## config.mk

```make
export PLATFORM = sky130hd
export DESIGN_NAME = imm_encode_packer_flat
export DESIGN_NICKNAME = d
export VERILOG_FILES = /design/src/rtl/imm_encode_packer_if.sv /design/src/rtl/imm_encode_packer.sv /design/src/flat_wrapper.sv
export SDC_FILE = /design/constraint.sdc
export NUM_CORES = 1
export LEC_CHECK = 0
export CAP_MARGIN = 15
export CORE_UTILIZATION = 25
export DETAILED_ROUTE_END_ITERATION = 10
export PLACE_DENSITY_LB_ADDON = 0.08
export SYNTH_ARGS = -nofsm -noshare
export SYNTH_HDL_FRONTEND = slang
export SYNTH_SLANG_ARGS = --single-unit
export TNS_END_PERCENT = 1
```

## constraint.sdc

```tcl
create_clock -name clk -period 2.65 [get_ports clk]
set_clock_uncertainty 0.15 [all_clocks]
set_input_delay 0.6625 -clock clk [delete_from_list [all_inputs] [get_ports clk]]
set_output_delay 0.6625 -clock clk [all_outputs]
set_load 0.02 [all_outputs]
```

## src/rtl/imm_encode_packer_if.sv

```systemverilog
`default_nettype none
// ============================================================================
// Module      : imm_encode_packer_if
// Description : Request/response stream bundle for the immediate packer.
//               master = request producer / word consumer, slave = packer.
//               Signals: i_valid/o_ready request handshake, i_imm_sel,
//               i_imm, i_base, i_thread_index request payload; o_valid/i_ready
//               word handshake, o_instr, o_err, o_last, o_thread_index word
//               payload; o_err_count when BRISKI_IMM_ERRCNT_EN is defined.
// Revision    : 1.0 - initial release
// ============================================================================
interface imm_encode_packer_if #(
    parameter int NUM_THREADS = 16
);
    localparam int TW = (NUM_THREADS > 1) ? $clog2(NUM_THREADS) : 1;

    logic          i_valid;
    logic          o_ready;
    logic [3:0]    i_imm_sel;
    logic [31:0]   i_imm;
    logic [31:0]   i_base;
    logic [TW-1:0] i_thread_index;
    logic          o_valid;
    logic          i_ready;
    logic [31:0]   o_instr;
    logic          o_err;
    logic          o_last;
    logic [TW-1:0] o_thread_index;
`ifdef BRISKI_IMM_ERRCNT_EN
    logic [15:0]   o_err_count;
`endif

    modport master (
`ifdef BRISKI_IMM_ERRCNT_EN
        input  o_err_count,
`endif
        output i_valid, i_imm_sel, i_imm, i_base, i_thread_index, i_ready,
        input  o_ready, o_valid, o_instr, o_err, o_last, o_thread_index
    );

    modport slave (
`ifdef BRISKI_IMM_ERRCNT_EN
        output o_err_count,
`endif
        input  i_valid, i_imm_sel, i_imm, i_base, i_thread_index, i_ready,
        output o_ready, o_valid, o_instr, o_err, o_last, o_thread_index
    );
endinterface
`default_nettype wire

```

## src/rtl/imm_encode_packer.sv

```systemverilog
`default_nettype none
// ============================================================================
// Module      : imm_encode_packer
// Description : Packs a 32-bit immediate into RV32I U/I/S/B/J instruction
//               fields of a base instruction, flags range/alignment/selector
//               errors, and expands the LI pseudo-op into LUI/ADDI (one or
//               two output words). Single registered output stage.
// Ports       : clk    - clock
//               rst_n  - asynchronous active-low reset
//               bus    - imm_encode_packer_if.slave request/word stream
// Options     : BRISKI_IMM_ERRCNT_EN adds a saturating 16-bit error counter
//               (bus.o_err_count).
// Revision    : 1.0 - initial release
// ============================================================================
module imm_encode_packer #(
    parameter int NUM_THREADS = 16
) (
    input  wire logic             clk,
    input  wire logic             rst_n,
    imm_encode_packer_if.slave    bus
);
    localparam int TW = (NUM_THREADS > 1) ? $clog2(NUM_THREADS) : 1;

    localparam logic [3:0] SEL_U  = 4'b0000;
    localparam logic [3:0] SEL_I  = 4'b0001;
    localparam logic [3:0] SEL_S  = 4'b0010;
    localparam logic [3:0] SEL_B  = 4'b0011;
    localparam logic [3:0] SEL_J  = 4'b0100;
    localparam logic [3:0] SEL_LI = 4'b0110;

    typedef enum logic [0:0] {
        IDLE  = 1'b0,
        EMIT2 = 1'b1
    } state_t;

    state_t        state_q;
    logic          valid_q;
    logic          err_q;
    logic          last_q;
    logic [31:0]   instr_q;
    logic [31:0]   word2_q;
    logic [TW-1:0] tag_q;

    logic [31:0]   word1_d;
    logic [31:0]   word2_d;
    logic          err1_d;
    logic          two_d;

    wire logic [31:0] w_imm = bus.i_imm;
    wire logic [31:0] w_base = bus.i_base;
    wire logic [4:0]  w_rd = bus.i_base[11:7];
    // Sign-fit tests: all bits above the field's sign bit must equal it.
    wire logic w_fits12 = (&w_imm[31:11]) | ~(|w_imm[31:11]);
    wire logic w_fits13 = (&w_imm[31:12]) | ~(|w_imm[31:12]);
    wire logic w_fits21 = (&w_imm[31:20]) | ~(|w_imm[31:20]);
    // Upper part for LUI compensating the sign-extended ADDI low part.
    wire logic [19:0] w_hi = w_imm[31:12] + {19'd0, w_imm[11]};

    wire logic w_accept = bus.i_valid && bus.o_ready;

    always_comb begin
        word1_d = w_base;
        word2_d = 32'h0;
        err1_d  = 1'b0;
        two_d   = 1'b0;
        case (bus.i_imm_sel)
            SEL_U: begin
                word1_d = {w_imm[31:12], w_base[11:0]};
                err1_d  = |w_imm[11:0];
            end
            SEL_I: begin
                word1_d = {w_imm[11:0], w_base[19:0]};
                err1_d  = ~w_fits12;
            end
            SEL_S: begin
                word1_d = {w_imm[11:5], w_base[24:12], w_imm[4:0], w_base[6:0]};
                err1_d  = ~w_fits12;
            end
            SEL_B: begin
                word1_d = {w_imm[12], w_imm[10:5], w_base[24:12],
                           w_imm[4:1], w_imm[11], w_base[6:0]};
                err1_d  = w_imm[0] | ~w_fits13;
            end
            SEL_J: begin
                word1_d = {w_imm[20], w_imm[10:1], w_imm[11], w_imm[19:12],
                           w_base[11:0]};
                err1_d  = w_imm[0] | ~w_fits21;
            end
            SEL_LI: begin
                if (w_fits12) begin
                    word1_d = {w_imm[11:0], 5'd0, 3'b000, w_rd, 7'h13};
                end else if (w_imm[11:0] == 12'h000) begin
                    word1_d = {w_imm[31:12], w_rd, 7'h37};
                end else begin
                    word1_d = {w_hi, w_rd, 7'h37};
                    word2_d = {w_imm[11:0], w_rd, 3'b000, w_rd, 7'h13};
                    two_d   = 1'b1;
                end
            end
            default: begin
                word1_d = w_base;
                err1_d  = 1'b1;
            end
        endcase
    end

    assign bus.o_ready        = (state_q == IDLE) && (!valid_q || bus.i_ready);
    assign bus.o_valid        = valid_q;
    assign bus.o_instr        = instr_q;
    assign bus.o_err          = err_q;
    assign bus.o_last         = last_q;
    assign bus.o_thread_index = tag_q;

    always_ff @(posedge clk or negedge rst_n) begin
        if (!rst_n) begin
            state_q <= IDLE;
            valid_q <= 1'b0;
            err_q   <= 1'b0;
            last_q  <= 1'b0;
            instr_q <= 32'h0;
            word2_q <= 32'h0;
            tag_q   <= '0;
        end else begin
            case (state_q)
                IDLE: begin
                    if (w_accept) begin
                        valid_q <= 1'b1;
                        instr_q <= word1_d;
                        err_q   <= err1_d;
                        last_q  <= ~two_d;
                        tag_q   <= bus.i_thread_index;
                        word2_q <= word2_d;
                        if (two_d) begin
                            state_q <= EMIT2;
                        end
                    end else if (valid_q && bus.i_ready) begin
                        valid_q <= 1'b0;
                    end
                end
                EMIT2: begin
                    // Tag is left untouched so word 2 carries word 1's tag.
                    if (valid_q && bus.i_ready) begin
                        instr_q <= word2_q;
                        err_q   <= 1'b0;
                        last_q  <= 1'b1;
                        state_q <= IDLE;
                    end
                end
                default: begin
                    state_q <= IDLE;
                    valid_q <= 1'b0;
                end
            endcase
        end
    end

`ifdef BRISKI_IMM_ERRCNT_EN
    logic [15:0] err_cnt_q;

    always_ff @(posedge clk or negedge rst_n) begin
        if (!rst_n) begin
            err_cnt_q <= 16'h0;
        end else if (w_accept && err1_d && (err_cnt_q != 16'hFFFF)) begin
            err_cnt_q <= err_cnt_q + 16'd1;
        end
    end

    assign bus.o_err_count = err_cnt_q;
`endif

endmodule
`default_nettype wire

```

## src/flat_wrapper.sv

```systemverilog
// flat-port wrapper written by rule: the top's interface ports become plain ports
module imm_encode_packer_flat 
#(
    parameter int NUM_THREADS = 16
)
  (clk, rst_n, bus_i_valid, bus_i_imm_sel, bus_i_imm, bus_i_base, bus_i_thread_index, bus_i_ready, bus_o_ready, bus_o_valid, bus_o_instr, bus_o_err, bus_o_last, bus_o_thread_index);
  imm_encode_packer_if #(.NUM_THREADS(NUM_THREADS)) bus_i ();
  input  wire logic clk;
  input  wire logic rst_n;
  input wire logic [$bits(bus_i.i_valid)-1:0] bus_i_valid;
  input wire logic [$bits(bus_i.i_imm_sel)-1:0] bus_i_imm_sel;
  input wire logic [$bits(bus_i.i_imm)-1:0] bus_i_imm;
  input wire logic [$bits(bus_i.i_base)-1:0] bus_i_base;
  input wire logic [$bits(bus_i.i_thread_index)-1:0] bus_i_thread_index;
  input wire logic [$bits(bus_i.i_ready)-1:0] bus_i_ready;
  output wire logic [$bits(bus_i.o_ready)-1:0] bus_o_ready;
  output wire logic [$bits(bus_i.o_valid)-1:0] bus_o_valid;
  output wire logic [$bits(bus_i.o_instr)-1:0] bus_o_instr;
  output wire logic [$bits(bus_i.o_err)-1:0] bus_o_err;
  output wire logic [$bits(bus_i.o_last)-1:0] bus_o_last;
  output wire logic [$bits(bus_i.o_thread_index)-1:0] bus_o_thread_index;
  assign bus_i.i_valid = bus_i_valid;
  assign bus_i.i_imm_sel = bus_i_imm_sel;
  assign bus_i.i_imm = bus_i_imm;
  assign bus_i.i_base = bus_i_base;
  assign bus_i.i_thread_index = bus_i_thread_index;
  assign bus_i.i_ready = bus_i_ready;
  assign bus_o_ready = bus_i.o_ready;
  assign bus_o_valid = bus_i.o_valid;
  assign bus_o_instr = bus_i.o_instr;
  assign bus_o_err = bus_i.o_err;
  assign bus_o_last = bus_i.o_last;
  assign bus_o_thread_index = bus_i.o_thread_index;
  imm_encode_packer #(.NUM_THREADS(NUM_THREADS)) u_core (.clk(clk), .rst_n(rst_n), .bus(bus_i));
endmodule
```

==> impl_metrics.env <==
export IMPL_outcome="finished clean"
export IMPL_hpwl_mm=12.23
export IMPL_start_util_pct=25.69
export IMPL_cp_max_fo=6
export IMPL_end_kind="register"
export IMPL_grt_pass1_vias=4369
export IMPL_place_ws_ns=-0.5545
export IMPL_critical_path_top_delay_family="compound AO/OA/AOI/OAI gates"
export IMPL_ctsHtreeMaxLevel=3
export IMPL_detail_route_antenna_nets=0
export IMPL_die_area_um2=15480
export IMPL_synth_area_leader_cell="dfrtp_1"
export IMPL_place_gp_congestion=0.8478
export IMPL_die_x_um=124.4
export IMPL_slew_headroom_pct=67.39
export IMPL_area_growth_synth_to_final_pct=71.52
export IMPL_maxCapViolCount=0
export IMPL_synth_distinct_cells=60
export IMPL_viasPerCell=5.176
export IMPL_rows=44
export IMPL_num_vias=4265
export IMPL_clock_path_buffers=2
export IMPL_drtPass1Iterations=5
export IMPL_io_buffers=115
export IMPL_dp_cells=806
export IMPL_ys_ff_latch=58
export IMPL_postRouteWirelength_mm=15.60
export IMPL_worst_setup_path_start_kind="input port"
export IMPL_power_density_nw_per_um2=502.2
export IMPL_gr_usage_all_layers_pct=20.47
export IMPL_path_cells="clkdlybuf4s50_1, and4_1, nand4_2, o221a_4, a222oi_1, buf_4, o21ai_1"
export IMPL_core_area_um2=14590
export IMPL_arrival_ns=2.67
export IMPL_crit_buf_inv=2
export IMPL_rsz0062_at_grt="yes"
export IMPL_drv_slew=0
export IMPL_syn_area_um2=3747
export IMPL_critPathRequiredTime_ns=2.71
export IMPL_avgSynthCellArea_um2=9.052
export IMPL_ios=116
export IMPL_fmax_ghz=0.3821
export IMPL_yosys_warnings=0
export IMPL_drive_gt1_share_pct=28.13
export IMPL_netlist_top_cells_count="58 x dfrtp_1, 51 x nand2_1, 25 x o21ai_0"
export IMPL_grt_pass1_wl_mm=24.56
export IMPL_n_antenna_cell=0
export IMPL_crit_slowest_cell="clkdlybuf4s50_1"
export IMPL_worstMarginPinSlew_ns=0.4891
export IMPL_cts_clk_slew_worst_paths_ns=0.05
export IMPL_cts_tree="built"
export IMPL_root_buffer="clkbuf_16"
export IMPL_remaining_drc_errors=0
export IMPL_die_h_um=124.4
export IMPL_synth_area_leaders="dfrtp_1 39%, nand2_1 5.1%, a22o_1 3.5%"
export IMPL_setup_slack_ns=0.03260
export IMPL_netlist_area_leader_share_pct=38.73
export IMPL_hold_viol_final=0
export IMPL_synth_edf_count=0
export IMPL_setup_viol=0
export IMPL_numCtsBuffers=9
export IMPL_drt_iter0_drc=244
export IMPL_hp_class="input port to async pin"
export IMPL_synth_most_common_cell="dfrtp_1"
export IMPL_clock_sinks=58
export IMPL_grt_overflow=0
export IMPL_nets=714
export IMPL_post_layout_nonfiller_instances=824
export IMPL_antenna_found_initial=0
export IMPL_async_flop_share_pct=100.0
export IMPL_insertion_delay_ns=0.32
export IMPL_period_share_pct=98.77
export IMPL_ys_seq_area_share_pct=38.73
export IMPL_grt_max_degree=59
export IMPL_cpPeakStageDelay_ns=0.56
export IMPL_synth_nets=493
export IMPL_p_leak_nw=2.840
export IMPL_synthCells=414
export IMPL_critPathKind="input port to register"
export IMPL_fin_crit_ns=2.617
export IMPL_ir_worst_vdd_uv=292.6
export IMPL_routedWlPerCell_um=18.93
export IMPL_synth_ff_type="dfrtp_1"
-- final timing paths --
path	from	endpoint	slack, ns	depth (start not counted)
setup / recovery	bus_i_imm[25]	u_core.bus.o_instr[12]	0.03	7
hold / removal	rst_n	u_core.bus.o_instr[9]	0.19	2
setup reg to reg	u_core.bus.o_valid	u_core.bus.o_instr[31]	0.54	6
hold reg to reg	u_core.bus.o_thread_index[3]	u_core.bus.o_thread_index[3]	0.32	2
max in group asynchronous	rst_n	u_core.word2_q[27]	1.89	2
min in group clk	u_core.bus.o_thread_index[3]	u_core.bus.o_thread_index[3]	0.32	2
-- layer usage --
| metal | up-vias | wire (um) | global-route usage (%) |
|---|---|---|---|
| met1 | 2085 | 7177 | 27.93 |
| met2 | 140 | 7515 | 33.41 |
| met4 | 0 | 117 | 4.111 |
| met5 | - | 0 | 0 |
| met3 | 5 | 789 | 4.081 |
| li1 | 2035 | - | - |
-- sequential cells by signal, indices dropped and copies added (netlist names) --
register                   count
u_core.word2_q                18
u_core.bus.o_valid             1
u_core.bus.o_instr            32
u_core.bus.o_last              1
u_core.bus.o_thread_index      4
u_core.bus.o_err               1
u_core.state_q                 1
-- power breakdown --
group	leakage (nW)	switching, mW	total (mW)	internal, mW
sequential	0.729	0.0785	1.08	1.00
clock	0.131	0.427	1.08	0.653
combinational	1.98	0.526	1.07	0.539
total	2.84	1.03	3.23	2.20
-- cell type report --
type	count	area [um2]
Clock buffer	11	242.7
Clock inverter	5	30.03
Fill cell	1402	8162
Inverter	8	30.03
Multi-Input combinational cell	319	2281
Sequential cell	58	1451
Tap cell	184	230.2
Timing Repair Buffer	239	2162
-- layout by cell type (no fill, tap or decap), types with 6 or more instances in the layout --
cell type        count
and3_1               8
clkdlybuf4s50_1     99
o21ai_0             25
nand3_1             15
dfrtp_1             58
xor2_1              12
nand3b_1             8
nor4_4               6
dlymetal6s2s_1      12
nand2_1             50
mux2i_1              7
a21oi_1             18
a22oi_1             15
clkbuf_16            9
a22o_1              15
inv_1                8
a222oi_1             6
nor2_1              19
buf_4              119
o21ai_1             13
-- kinds of logic (layout without fill, tap and decap cells) --
group,Yosys count,after routing,synth area share [%]
xor+xnor,17,17,3.973
flops,58,58,38.73
buf+inv,37,263,4.507
compound gates,147,147,28.18
simple gates,145,145,21.74
mux,7,7,1.870
fa+ha+maj,3,3,1.002
-- repair_timing --
item / 4_1_cts / 5_1_grt
pin swaps: 1 / 14
resized for setup: 11 / 36
setup buffers: 0 / 2
endpoints found under the setup margin: 17 / 29
hold buffers: 0 / 0
-- per-stage QoR --
| stage | TNS (ns) | power (mW) | area, um2 | hold WS, ns | util, % |
|---|---|---|---|---|---|
| after global placement | -12.52 | 2.147 | 5963 | 0.2946 | 40.87 |
| after floorplan | 0 | 1.506 | 3747 | 0.2169 | - |
| final | 0 | 3.228 | 6427 | 0.1861 | 44.06 |
| after global routing | -0.1465 | 3.375 | 6427 | 0.2085 | 44.06 |
| after detailed placement | -13.37 | 2.149 | 5963 | 0.3084 | 40.87 |
| after CTS | -0.03762 | 3.234 | 6281 | 0.2039 | 43.05 |
(Power assumes the default switching activity.)
